[src/rtl/input_fifo_pkg.sv]
// Shared definitions for the router input FIFO:
// flit codes, field positions and framer states.
package input_fifo_pkg;

    localparam int FLIT_ID_W = 3;
    localparam int DST_W     = 4;
    localparam int DST_LSB   = 0;
    localparam int ERR_W     = 8;

    localparam logic [FLIT_ID_W-1:0] FLIT_HEADER  = 3'b001;
    localparam logic [FLIT_ID_W-1:0] FLIT_PAYLOAD = 3'b010;
    localparam logic [FLIT_ID_W-1:0] FLIT_TAIL    = 3'b100;

    localparam logic [ERR_W-1:0] ERR_CNT_MAX = 8'hFF;

    typedef enum logic {
        ST_IDLE   = 1'b0,
        ST_IN_PKT = 1'b1
    } frame_state_e;

endpackage

[src/rtl/input_fifo_if.sv]
// Write/read bundle of the input FIFO.
// slave = the FIFO, master = upstream/routing side.
interface input_fifo_if
    import input_fifo_pkg::*;
#(
    parameter int DATA_WIDTH = 32
);
    logic [DATA_WIDTH-1:0] flit_in;
    logic                  valid_in;
    logic                  ready_out;
    logic                  read_en;
    logic [DATA_WIDTH-1:0] flit_out;
    logic [FLIT_ID_W-1:0]  flit_id;
    logic [DST_W-1:0]      dst_addr;
    logic                  empty;
    logic                  full;
    logic                  frame_err;
    logic [ERR_W-1:0]      err_cnt;

    modport slave (
        input  flit_in, valid_in, read_en,
        output ready_out, flit_out, flit_id, dst_addr,
        output empty, full, frame_err, err_cnt
    );

    modport master (
        output flit_in, valid_in, read_en,
        input  ready_out, flit_out, flit_id, dst_addr,
        input  empty, full, frame_err, err_cnt
    );
endinterface

[src/rtl/fifo_framer.sv]
// Write-side packet framing check: decides which
// accepted flits are stored and counts dropped ones.
module fifo_framer
    import input_fifo_pkg::*;
(
    input  logic                 clk,
    input  logic                 rst,
    input  logic                 xfer,
    input  logic [FLIT_ID_W-1:0] id,
    output logic                 wr,
    output logic                 frame_err,
    output logic [ERR_W-1:0]     err_cnt
);
    frame_state_e     state_q, state_d;
    logic             frame_err_q, frame_err_d;
    logic [ERR_W-1:0] err_cnt_q, err_cnt_d;
    logic             drop;

    // Next state, store/drop decision and error tally.
    always_comb begin
        state_d     = state_q;
        wr          = 1'b0;
        drop        = 1'b0;
        frame_err_d = 1'b0;
        err_cnt_d   = err_cnt_q;
        if (xfer) begin
            unique case (state_q)
                ST_IDLE: begin
                    if (id == FLIT_HEADER) begin
                        wr      = 1'b1;
                        state_d = ST_IN_PKT;
                    end else begin
                        drop = 1'b1;
                    end
                end
                ST_IN_PKT: begin
                    if (id == FLIT_PAYLOAD) begin
                        wr = 1'b1;
                    end else if (id == FLIT_TAIL) begin
                        wr      = 1'b1;
                        state_d = ST_IDLE;
                    end else begin
                        drop = 1'b1;
                    end
                end
                default: state_d = ST_IDLE;
            endcase
        end
        frame_err_d = drop;
        if (drop && err_cnt_q != ERR_CNT_MAX) begin
            err_cnt_d = err_cnt_q + 1'b1;
        end
    end

    // State and error registers with synchronous reset.
    always_ff @(posedge clk) begin
        if (!rst) begin
            state_q     <= ST_IDLE;
            frame_err_q <= 1'b0;
            err_cnt_q   <= '0;
        end else begin
            state_q     <= state_d;
            frame_err_q <= frame_err_d;
            err_cnt_q   <= err_cnt_d;
        end
    end

    assign frame_err = frame_err_q;
    assign err_cnt   = err_cnt_q;

endmodule

[src/rtl/input_fifo.sv]
// Router input FIFO: first-word fall-through flit
// storage guarded by a packet framing check.
module input_fifo
    import input_fifo_pkg::*;
#(
    parameter int DATA_WIDTH = 32,
    parameter int DEPTH      = 4
)(
    input  logic         clk,
    input  logic         rst,
    input_fifo_if.slave  bus
);
    localparam int PTR_W = $clog2(DEPTH);
    localparam int CNT_W = PTR_W + 1;

    logic [DATA_WIDTH-1:0] mem_q [DEPTH];
    logic [PTR_W-1:0]      wr_ptr_q, wr_ptr_d;
    logic [PTR_W-1:0]      rd_ptr_q, rd_ptr_d;
    logic [CNT_W-1:0]      cnt_q, cnt_d;
    logic                  full, empty;
    logic                  xfer, pop, wr;
    logic [DATA_WIDTH-1:0] head;

    assign full  = (cnt_q == CNT_W'(DEPTH));
    assign empty = (cnt_q == '0);
    assign xfer  = bus.valid_in && !full;
    assign pop   = bus.read_en && !empty;

    fifo_framer u_framer (
        .clk       (clk),
        .rst       (rst),
        .xfer      (xfer),
        .id        (bus.flit_in[DATA_WIDTH-1 -: FLIT_ID_W]),
        .wr        (wr),
        .frame_err (bus.frame_err),
        .err_cnt   (bus.err_cnt)
    );

    // Pointer and occupancy update for write/pop.
    always_comb begin
        wr_ptr_d = wr_ptr_q;
        rd_ptr_d = rd_ptr_q;
        cnt_d    = cnt_q;
        if (wr) begin
            wr_ptr_d = wr_ptr_q + PTR_W'(1);
        end
        if (pop) begin
            rd_ptr_d = rd_ptr_q + PTR_W'(1);
        end
        unique case ({wr, pop})
            2'b10:   cnt_d = cnt_q + CNT_W'(1);
            2'b01:   cnt_d = cnt_q - CNT_W'(1);
            default: cnt_d = cnt_q;
        endcase
    end

    // Pointer/count registers with synchronous reset.
    always_ff @(posedge clk) begin
        if (!rst) begin
            wr_ptr_q <= '0;
            rd_ptr_q <= '0;
            cnt_q    <= '0;
        end else begin
            wr_ptr_q <= wr_ptr_d;
            rd_ptr_q <= rd_ptr_d;
            cnt_q    <= cnt_d;
        end
    end

    // Flit storage; contents are meaningless until written.
    always_ff @(posedge clk) begin
        if (wr) begin
            mem_q[wr_ptr_q] <= bus.flit_in;
        end
    end

    assign head          = mem_q[rd_ptr_q];
    assign bus.flit_out  = head;
    assign bus.flit_id   = head[DATA_WIDTH-1 -: FLIT_ID_W];
    assign bus.dst_addr  = head[DST_LSB +: DST_W];
    assign bus.ready_out = !full;
    assign bus.empty     = empty;
    assign bus.full      = full;

endmodule

[src/flat_wrapper.sv]
// flat-port wrapper written by rule: the top's interface ports become plain ports
module input_fifo_flat import input_fifo_pkg::*;
#(
    parameter int DATA_WIDTH = 32,
    parameter int DEPTH      = 4
)
  (clk, rst, bus_flit_in, bus_valid_in, bus_read_en, bus_ready_out, bus_flit_out, bus_flit_id, bus_dst_addr, bus_empty, bus_full, bus_frame_err, bus_err_cnt);
  input_fifo_if #(.DATA_WIDTH(DATA_WIDTH)) bus_i ();
  input  logic clk;
  input  logic rst;
  input wire logic [$bits(bus_i.flit_in)-1:0] bus_flit_in;
  input wire logic [$bits(bus_i.valid_in)-1:0] bus_valid_in;
  input wire logic [$bits(bus_i.read_en)-1:0] bus_read_en;
  output wire logic [$bits(bus_i.ready_out)-1:0] bus_ready_out;
  output wire logic [$bits(bus_i.flit_out)-1:0] bus_flit_out;
  output wire logic [$bits(bus_i.flit_id)-1:0] bus_flit_id;
  output wire logic [$bits(bus_i.dst_addr)-1:0] bus_dst_addr;
  output wire logic [$bits(bus_i.empty)-1:0] bus_empty;
  output wire logic [$bits(bus_i.full)-1:0] bus_full;
  output wire logic [$bits(bus_i.frame_err)-1:0] bus_frame_err;
  output wire logic [$bits(bus_i.err_cnt)-1:0] bus_err_cnt;
  assign bus_i.flit_in = bus_flit_in;
  assign bus_i.valid_in = bus_valid_in;
  assign bus_i.read_en = bus_read_en;
  assign bus_ready_out = bus_i.ready_out;
  assign bus_flit_out = bus_i.flit_out;
  assign bus_flit_id = bus_i.flit_id;
  assign bus_dst_addr = bus_i.dst_addr;
  assign bus_empty = bus_i.empty;
  assign bus_full = bus_i.full;
  assign bus_frame_err = bus_i.frame_err;
  assign bus_err_cnt = bus_i.err_cnt;
  input_fifo #(.DATA_WIDTH(DATA_WIDTH), .DEPTH(DEPTH)) u_core (.clk(clk), .rst(rst), .bus(bus_i));
endmodule
[config.mk]
export PLATFORM = sky130hd
export DESIGN_NAME = input_fifo_flat
export DESIGN_NICKNAME = d
export VERILOG_FILES = /design/src/rtl/input_fifo_pkg.sv /design/src/rtl/input_fifo_if.sv /design/src/rtl/fifo_framer.sv /design/src/rtl/input_fifo.sv /design/src/flat_wrapper.sv
export SDC_FILE = /design/constraint.sdc
export NUM_CORES = 1
export LEC_CHECK = 0
export BUFFER_PORTS_ARGS = -buffer_cell sky130_fd_sc_hd__buf_2
export CAP_MARGIN = 20
export CORE_MARGIN = 8
export CORE_UTILIZATION = 58
export CTS_BUF_LIST = sky130_fd_sc_hd__clkbuf_4 sky130_fd_sc_hd__clkbuf_8
export CTS_CLUSTER_DIAMETER = 30
export CTS_CLUSTER_SIZE = 40
export DETAILED_ROUTE_END_ITERATION = 10
export GPL_TIMING_DRIVEN = 0
export PLACE_DENSITY = 0.8
export SLEW_MARGIN = 15
export SYNTH_ARGS = -nofsm -noshare
export SYNTH_HDL_FRONTEND = slang
export SYNTH_SLANG_ARGS = --single-unit
[constraint.sdc]
create_clock -name clk -period 2.8 [get_ports clk]
set_input_delay 0.28 -clock clk [delete_from_list [all_inputs] [get_ports clk]]
set_output_delay 0.28 -clock clk [all_outputs]
set_load 0.005 [all_outputs]
==> Word-level counts from Yosys, hierarchy flattened <==
Memories as Yosys holds them, arrays and structs flattened. A register that Yosys moved wholly into a read port is not among the register bits.
Cells that the tools add are included.
W data, S select, Z words.
{ "word_totals": {"reg_bits": 17, "ramBits": 128, "input_bits": 36, "out_inout_bits": 51, "word_cells": 44, "mem_count": 1} }
{ "classes": {"addsub": 5, "eq_ne": 7, "muxes": 17, "n_bitwise": 1, "reduce_logical": 7} }
{ "mem_list": {"columns": ["memory", "depth", "width", "rd", "rd_ports_with_merged_regs", "write_ports", "line_no", "text"], "rows": [
  ["u_core.mem_q", 4, 32, 1, 1, 1, "input_fifo.sv:16", "logic [DATA_WIDTH-1:0] mem_q [DEPTH];"]
]} }
{ "ops": {"columns": ["operator", "count"], "rows": [
  ["$mux W1", 11],
  ["$add A8 B1 Y8 const B", 1],
  ["$ne A8 B8 Y1 const B", 1],
  ["$eq A3 B3 Y1 const B", 2],
  ["$pmux W1 S2", 3],
  ["$pmux W3 S2", 1],
  ["$add A2 B1 Y2 const B", 2],
  ["$mux W2", 2],
  ["$add A3 B1 Y3 const B", 1],
  ["$eq A3 B1 Y1 const B", 1],
  ["$eq A3 B2 Y1 const B", 1],
  ["$logic_and A1 B1 Y1", 3],
  ["$logic_not A3 Y1", 1],
  ["$sub A3 B1 Y3 const B", 1],
  ["$eq A2 B1 Y1 const B", 1],
  ["$eq A2 B2 Y1 const B", 1],
  ["$logic_not A1 Y1", 2],
  ["$reduce_bool A2 Y1", 1],
  ["$not A1 Y1", 1]
]} }

==> Longest topological paths before layout <==
Gate-level depths: netlist of the first run.
{ "depth": {"word_depth": 7, "ltp_mapped": 11, "depth_no_buf": 10} }

==> By module <==
Synthesis of the first run repeated with hierarchy kept, for this count alone.
{ "unflattened": {"hier_cells": 286, "hier_area_um2": 5734.2} }
{ "by_module_without_submodules": {"columns": ["module", "instances", "cells_each", "area_per_inst_um2", "seq_area_each_um2"], "rows": [
  ["input_fifo", 1, 226, 5191.2, 4023.9],
  ["fifo_framer", 1, 60, 543.0, 200.2]
]} }

==> Worst setup path before layout of the first run <==
No wires, ideal clock.
{ "synth_timing": {"path_type": "flip-flop to flip-flop", "start": "register u_core.cnt_q[0]", "end": "register u_core.cnt_q[2]", "setup_time_ps": 72, "arrival_time_ps": 2152, "required_time_ps": 2728, "setup_slack_ps": 576, "path_stages_with_launch": 12, "path_buffers": 1, "synth_period_minus_slack_ps": 2224, "cell_sequence": "dfxtp_1 > or3b_1 > buf_4 > nand2_1 > nor2_1 > inv_1 > ha_1 > inv_1 > fa_1 > xor2_1 > or3_1 > a21oi_1"} }
{ "synth_between": {"elab_chain_cells": 6, "word_cells_on_any_way": 13, "classes_between": "add/sub (2); eq/ne (3); mux (2); reduce/logical (6)"} }
{ "synth_rtl": {"columns": ["element", "line_no", "text"], "rows": [
  ["start, declared", "input_fifo.sv:19", "logic [CNT_W-1:0] cnt_q, cnt_d;"],
  ["start signal, assigned", "input_fifo.sv:66", "cnt_q <= cnt_d;"],
  ["$eq A3 B3 Y1 (*)", "input_fifo.sv:24", "assign full = (cnt_q == CNT_W'(DEPTH));"],
  ["$logic_not A1 Y1 (*)", null, null],
  ["via bus_ready_out", "flat_wrapper.sv:14", "output wire logic [$bits(bus_i.ready_out)-1:0] bus_ready_out;"],
  ["$logic_and A1 B1 Y1 (*)", "input_fifo.sv:26", "assign xfer = bus.valid_in && !full;"],
  ["$mux W1 (*)", "fifo_framer.sv:26", "if (xfer) begin"],
  ["$eq A2 B1 Y1 or $eq A2 B2 Y1 (tied branches)", "input_fifo.sv:50", "unique case ({wr, pop})"],
  ["$pmux W3 S2 or $reduce_bool A2 Y1 (tied branches)", null, null]
]} }
Mark *: on every way through the listed nets, which the timed path passes. The rest lies on a longest branch.
A chain may end at the register's enable or synchronous reset.

==> results of run 1 <==
-- cells by family after synthesis --
logic type	count (synthesis)	synth area share
compound gates	29	0.03303
xor+xnor	5	0.007757
flops	147	0.7482
fa+ha+maj	7	0.01684
mux	32	0.1277
buf+inv	29	0.02549
simple gates	42	0.04100
-- cells in the mapped netlist, types with 2 or more instances --
cell type	n	area (um2)
buf_2	4	20.02
edfxtp_1	128	3844
nand2_1	2	7.510
or4_1	4	30.03
a21oi_1	11	55.05
mux4_2	32	720.7
clkbuf_1	5	18.77
inv_1	9	33.78
o41ai_1	2	17.52
dfxtp_1	19	380.4
o31ai_1	4	30.03
nand3_1	8	40.04
ha_1	6	75.07
nor2_1	12	45.04
and3_1	6	37.54
nor2b_1	2	12.51
or3_1	2	12.51
o21ai_0	5	25.02
xor2_1	4	35.03
buf_4	8	60.06
-- cells in the final DEF (no fill, tap or decap), drive strengths merged --
master	instances
nand4	1
clkinv	6
inv	17
nor3	1
nor2b	2
a21o	1
o41ai	2
a21oi	11
o31a	1
mux4	32
ha	6
nor2	12
o21ai	5
clkinvlp	2
nand2	2
nand3	8
or4	4
buf	103
a2111o	1
clkbuf	22
o211ai	1
nand4b	1
a2bb2oi	1
or3	2
and3	6
xnor2	1
bufinv	1
nor4b	1
a31oi	1
dfxtp	19
or3b	2
o31ai	4
xor2	4
fa	1
o311ai	1
edfxtp	128
-- power by group through the flow --
stage	sequential, mW	clock (mW)	combinational (mW)
floorplan	2.47	0	0.238
global placement	2.47	0	0.384
detailed placement	2.47	0	0.400
CTS	2.42	1.58	0.402
global route	2.43	1.68	0.433
finish	2.42	1.56	0.392
-- area by class of cell --
| type | count | area [um2] | share of cell area |
|---|---|---|---|
| tap | 133 | 166.4 | 0.02480 |
| timing repair buffer | 90 | 510.5 | 0.07608 |
| clock inverter | 15 | 148.9 | 0.02219 |
| buffer | 18 | 102.6 | 0.01529 |
| sequential | 147 | 4224 | 0.6295 |
| inverter | 11 | 41.29 | 0.006153 |
| multi-input combinational | 115 | 1282 | 0.1911 |
| clock buffer | 17 | 234.0 | 0.03487 |
-- worst reg2reg max path: stages (launching register included) --
cell	delay [ns]
dfxtp_1	0.36
or3b_1	0.38
buf_4	0.16
nand2_1	0.10
nor2_1	0.05
inv_1	0.06
ha_1	0.18
inv_1	0.06
fa_1	0.37
xor2_1	0.15
or3_1	0.31
a21oi_1	0.14
-- per-layer routing --
| layer | part of all wire | vias to the layer above |
|---|---|---|
| met4 | 0.013 | 0 |
| met5 | 0 | - |
| met3 | 0.064 | 15 |
| li1 | - | 1394 |
| met1 | 0.41 | 1505 |
| met2 | 0.51 | 94 |
-- worst paths after layout --
check | cells past startpoint | from | slack [ns] | endpoint
worst max-delay path | 5 | flip-flop | 0.26 | bus_flit_out[1]
worst min-delay path | 1 | bus_flit_in[18] | 0.06 | u_core.mem_q[2][18]$_DFFE_PP_
worst max register to register | 11 | u_core.cnt_q[0]$_SDFFE_PN0P_ | 0.43 | u_core.cnt_q[2]$_SDFFE_PN0P_
worst min register to register | 2 | u_core.wr_ptr_q[0]$_SDFFE_PN0P_ | 0.52 | u_core.wr_ptr_q[0]$_SDFFE_PN0P_
-- flip-flops by register name (all words and copies together), names as in the netlist, named ones only --
| register | flops |
|---|---|
| u_core.mem_q | 128 |
| u_core.u_framer.err_cnt | 8 |
| u_core.cnt_q | 3 |
| u_core.rd_ptr_q | 2 |
| u_core.wr_ptr_q | 2 |
| u_core.u_framer.frame_err | 1 |
| u_core.u_framer.state_q | 1 |
==> out/qor.txt, run 1 <==
Bufs and invs on worst path: 4
Vias per cell: 5.509
CTS Buffer Depth: 2
Crit path max-delay cell type: mux4_2
All-layer global routing usage: 0.1670
Critical Path Fanout Max: 10
Ys flop type: edfxtp_1
Vias in the first global route: 3165
Required time worst endpoint: 2.52 ns
Tcrit/Tclk final: 0.9058
RSZ-0062 raised after global routing: no
CTS tree: yes
H-tree levels: 4
Initial antenna violation count: 0
Pre-antenna DRT Iters: 4
Gate count of the mapped netlist: 291
Critical Path Start Type: flip-flop
Ys async rst share: 0
Pwr per Cell Area: 651.3 nW/um2
Cell variety after synth: 38
GRT Max-Usage Layer: met2
Dpl ws: 0.4362 ns
Clk_skew: 0.01225 ns
Core Footprint: 9594 um2
Net Sw Power: 1.032 mW
Finish-stage setup viols: 0
Final GP Congestion: 0.7480
Post-CTS setup buffers: 0
Outcome: finished clean
WHS: 0.06239 ns
Residual DRC: 0
Fin. max-slew vios: 0
Critical Path AT: 2.26 ns
Ratio of cells with drive above 1 in the final layout: 0.4140
Post-Route Utilization: 0.6994
Power Internal: 3.339 mW
Rel. slew slack: 0.5644
Finished Cell Area: 6710 um2
Row count: 36
Sequential Power Share: 0.554
Worst Path Class, Setup: reg2out
CTS resizes: 0
CP delay by family, top: buffers and inverters
Setup TNS: 0 ns
Top Ports: 87
Fillers: 637
Final worst slack: 0.2639 ns
Logic gate share of total power: 0.090
Met1 usage: 0.1986
Post-synthesis sequential area ratio: 0.7482
Gr ovfl total: 0
Initial DRC Count: 182
First-pass GRT wire length: 16.35 mm
Syn Nets: 334
Worst slew pin tran: 0.6534 ns
Critical Path, Cell by Cell: clkbuf_1 -> buf_2 -> mux4_2 -> buf_4 -> buf_2
IO buf count: 86
Part of the power in the clock network: 0.356
Die width: 114.7 um
Clock Pin Slew Worst Setup and Hold Paths: 0.09 ns
EDFF count, synth: 128
Yosys warns: 0
CTS hold repair buffers: 0
Final non-filler cell total: 546
Crit path capture type: output port
Sw frac: 0.2361
Worst hold path type: in2reg
Cell mode on critical path: buf_2
GRT met2 Usage: 0.2775
Post-detailed-routing wire length: 10.22 mm
Worst vdd ir: 0.0002741 V
Power Total: 4.370 mW
Ant. Diodes: 0
Nets: 443
Placed instance area: 6327 um2
Skew-Pair Late Insertion Delay: 0.42 ns
Fin. Hold Viols: 0
Die Area: 13150 um2
Post-route minimum period: 2.536 ns
Largest net degree at the start of global routing: 26
Sink Count: 147
Area Overhead vs Synth: 18.86%
Placed Instances: 514
Mapped Area: 5645 um2
Clock Tree Root: clkbuf_8
Hpwl dp: 7.012 mm
Met3 GRT Util: 0.05485
Max Cap Viol: 0
Syn Area/Cell: 19.40 um2
Total CTS buffers: 17
Routed length per instance: 18.73 um
Leakage power: 2.321 nW
CP peak stage delay: 0.58 ns
Yosys reg bits: 147
Die Ht: 114.7 um
F_max: 394.3 MHz
Initial core utilization: 0.5884
Via count: 3008
Routed Antenna Nets: 0
(Power assumes the default switching activity.)
==> inputs of run 2 (changes only) <==
--- a/config.mk
+++ b/config.mk
@@ -15,6 +15,7 @@
 export DETAILED_ROUTE_END_ITERATION = 10
 export GPL_TIMING_DRIVEN = 0
 export PLACE_DENSITY = 0.8
+export REMOVE_ABC_BUFFERS = 1
 export SLEW_MARGIN = 15
 export SYNTH_ARGS = -nofsm -noshare
 export SYNTH_HDL_FRONTEND = slang
==> out/qor.txt, run 2 (synthesized netlist as in run 1, its figures left out) <==
Rel. slew slack: 0.5602
Tcrit/Tclk final: 0.8409
Worst Path Class, Setup: reg2reg
Post-Route Utilization: 0.6941
Worst reg2reg startpoint: u_core.cnt_q[2]$_SDFFE_PN0P_
Worst vdd ir: 0.0003352 V
Crit path capture type: flip-flop
Pre-antenna DRT Iters: 4
Worst Hold Path Cells: 1
IO buf count: 86
Outcome: finished clean
Final GP Congestion: 0.7727
RSZ-0062 raised after global routing: no
Power Total: 4.323 mW
Clock Pin Slew Worst Setup and Hold Paths: 0.08 ns
Core Footprint: 9594 um2
Die Area: 13150 um2
Setup TNS: 0 ns
H-tree levels: 4
Critical Path AT: 2.70 ns
RR Endpoint: u_core.cnt_q[2]$_SDFFE_PN0P_
Post-route minimum period: 2.355 ns
Routed Antenna Nets: 0
Cell depth of the worst flop-to-flop path: 10
Critical Path Start Type: flip-flop
WHS: 0.06661 ns
Area Overhead vs Synth: 17.95%
Worst hold path type: in2reg
Ratio of cells with drive above 1 in the final layout: 0.4066
Max Cap Viol: 0
Vias per cell: 5.605
Vias in the first global route: 3144
Required time worst endpoint: 3.14 ns
Critical Path Fanout Max: 5
Fin. Hold Viols: 0
Post-detailed-routing wire length: 10.02 mm
F_max: 424.7 MHz
Clk_skew: 0.008427 ns
Initial antenna violation count: 0
Residual DRC: 0
R2r setup slk: 0.45 ns
Gr ovfl total: 0
Initial DRC Count: 155
Most frequent cells in the layout: edfxtp_1, buf_2, mux4_2, clkbuf_8, dfxtp_1
Final non-filler cell total: 529
Number of flip-flops under the largest register name: 128
First-pass GRT wire length: 15.77 mm
Top Ports: 87
Fin. max-slew vios: 0
Nets: 426
CTS Buffer Depth: 2
Via count: 2965
CTS hold repair buffers: 0
All-layer global routing usage: 0.1628
Total CTS buffers: 17
Most common cell after layout, fill and taps aside: edfxtp_1
Fillers: 623
Largest net degree at the start of global routing: 33
Die width: 114.7 um
WHS Endpoint: u_core.mem_q[0][24]$_DFFE_PP_
CTS tree: yes
Initial core utilization: 0.5884
Sink Count: 147
Hold path startpoint: bus_flit_in[24]
Placed Instances: 497
Ant. Diodes: 0
Hpwl dp: 6.603 mm
Pwr per Cell Area: 649.3 nW/um2
Clock Tree Root: clkbuf_8
Leakage power: 2.279 nW
Die Ht: 114.7 um
Worst slew pin tran: 0.6573 ns
Row count: 36
Skew-Pair Late Insertion Delay: 0.43 ns
Finish-stage setup viols: 0
Routed length per instance: 18.94 um
Largest register by flop count: u_core.mem_q
Post-CTS setup buffers: 0
CTS resizes: 0
[run 2: changes by cell type in the layout (fill, tap and decap cells not counted), sizes merged]
cell	before	now
buf	103	91
clkbuf	22	18
clkinv	6	10
bufinv	1	2
inv	17	11
[run 2: stage by stage]
stage | cell area, um2 | worst slack [ns]
final | 6659 | 0.4454
after detailed placement | 6280 | 0.4645
after global routing | 6659 | 0.2487
after floorplan | 5543 | 0.3869
after global placement | 6140 | -0.3347
after CTS | 6659 | 0.4172
[run 2: worst max-delay path by stage]
stage                                  from                      endpoint  slack (ns)  cells past startpoint
6_report       u_core.cnt_q[2]$_SDFFE_PN0P_  u_core.cnt_q[2]$_SDFFE_PN0P_        0.45                     10
5_1_grt        u_core.cnt_q[2]$_SDFFE_PN0P_  u_core.cnt_q[2]$_SDFFE_PN0P_        0.25                     10
4_1_cts                           flip-flop                bus_flit_id[2]        0.42                      2
3_5_place_dp   u_core.cnt_q[2]$_SDFFE_PN0P_  u_core.cnt_q[2]$_SDFFE_PN0P_        0.46                     10
3_3_place_gp                      flip-flop              bus_flit_out[31]       -0.33                      2
2_1_floorplan                     flip-flop               bus_dst_addr[0]        0.39                      1
[run 2: per-layer routing]
metal	wire [um]	vias to the layer above	track usage	part of all wire
li1	-	1357	-	-
met1	4225	1527	0.1904	0.42
met2	5186	73	0.2724	0.52
met3	508	8	0.05169	0.051
met4	101	0	0.06655	0.010
met5	0	-	0	0
[run 2: worst max-delay path, cell delays in order (launching register included)]
cell and delay (ns):
dfxtp_1 0.38, or3b_1 0.45, nand2_1 0.13, nor2_1 0.05
inv_1 0.06, ha_1 0.19, inv_1 0.06, fa_1 0.37
xor2_1 0.15, or3_1 0.30, a21oi_1 0.13
[run 2: layout make-up]
cell class	instances	area [um2]	area share
Inverter	11	41.29	0.006201
Sequential cell	147	4229	0.6351
Clock inverter	14	137.6	0.02067
Multi-Input combinational cell	115	1282	0.1926
Clock buffer	18	241.5	0.03626
Timing Repair Buffer	91	560.5	0.08418
Tap cell	133	166.4	0.02499
[run 2: power by group]
| part | switching (mW) | total [mW] | internal, mW |
|---|---|---|---|
| sequential | 0.0589 | 2.47 | 2.41 |
| combinational | 0.138 | 0.323 | 0.185 |
| clock | 0.741 | 1.53 | 0.794 |
| total | 0.938 | 4.32 | 3.39 |
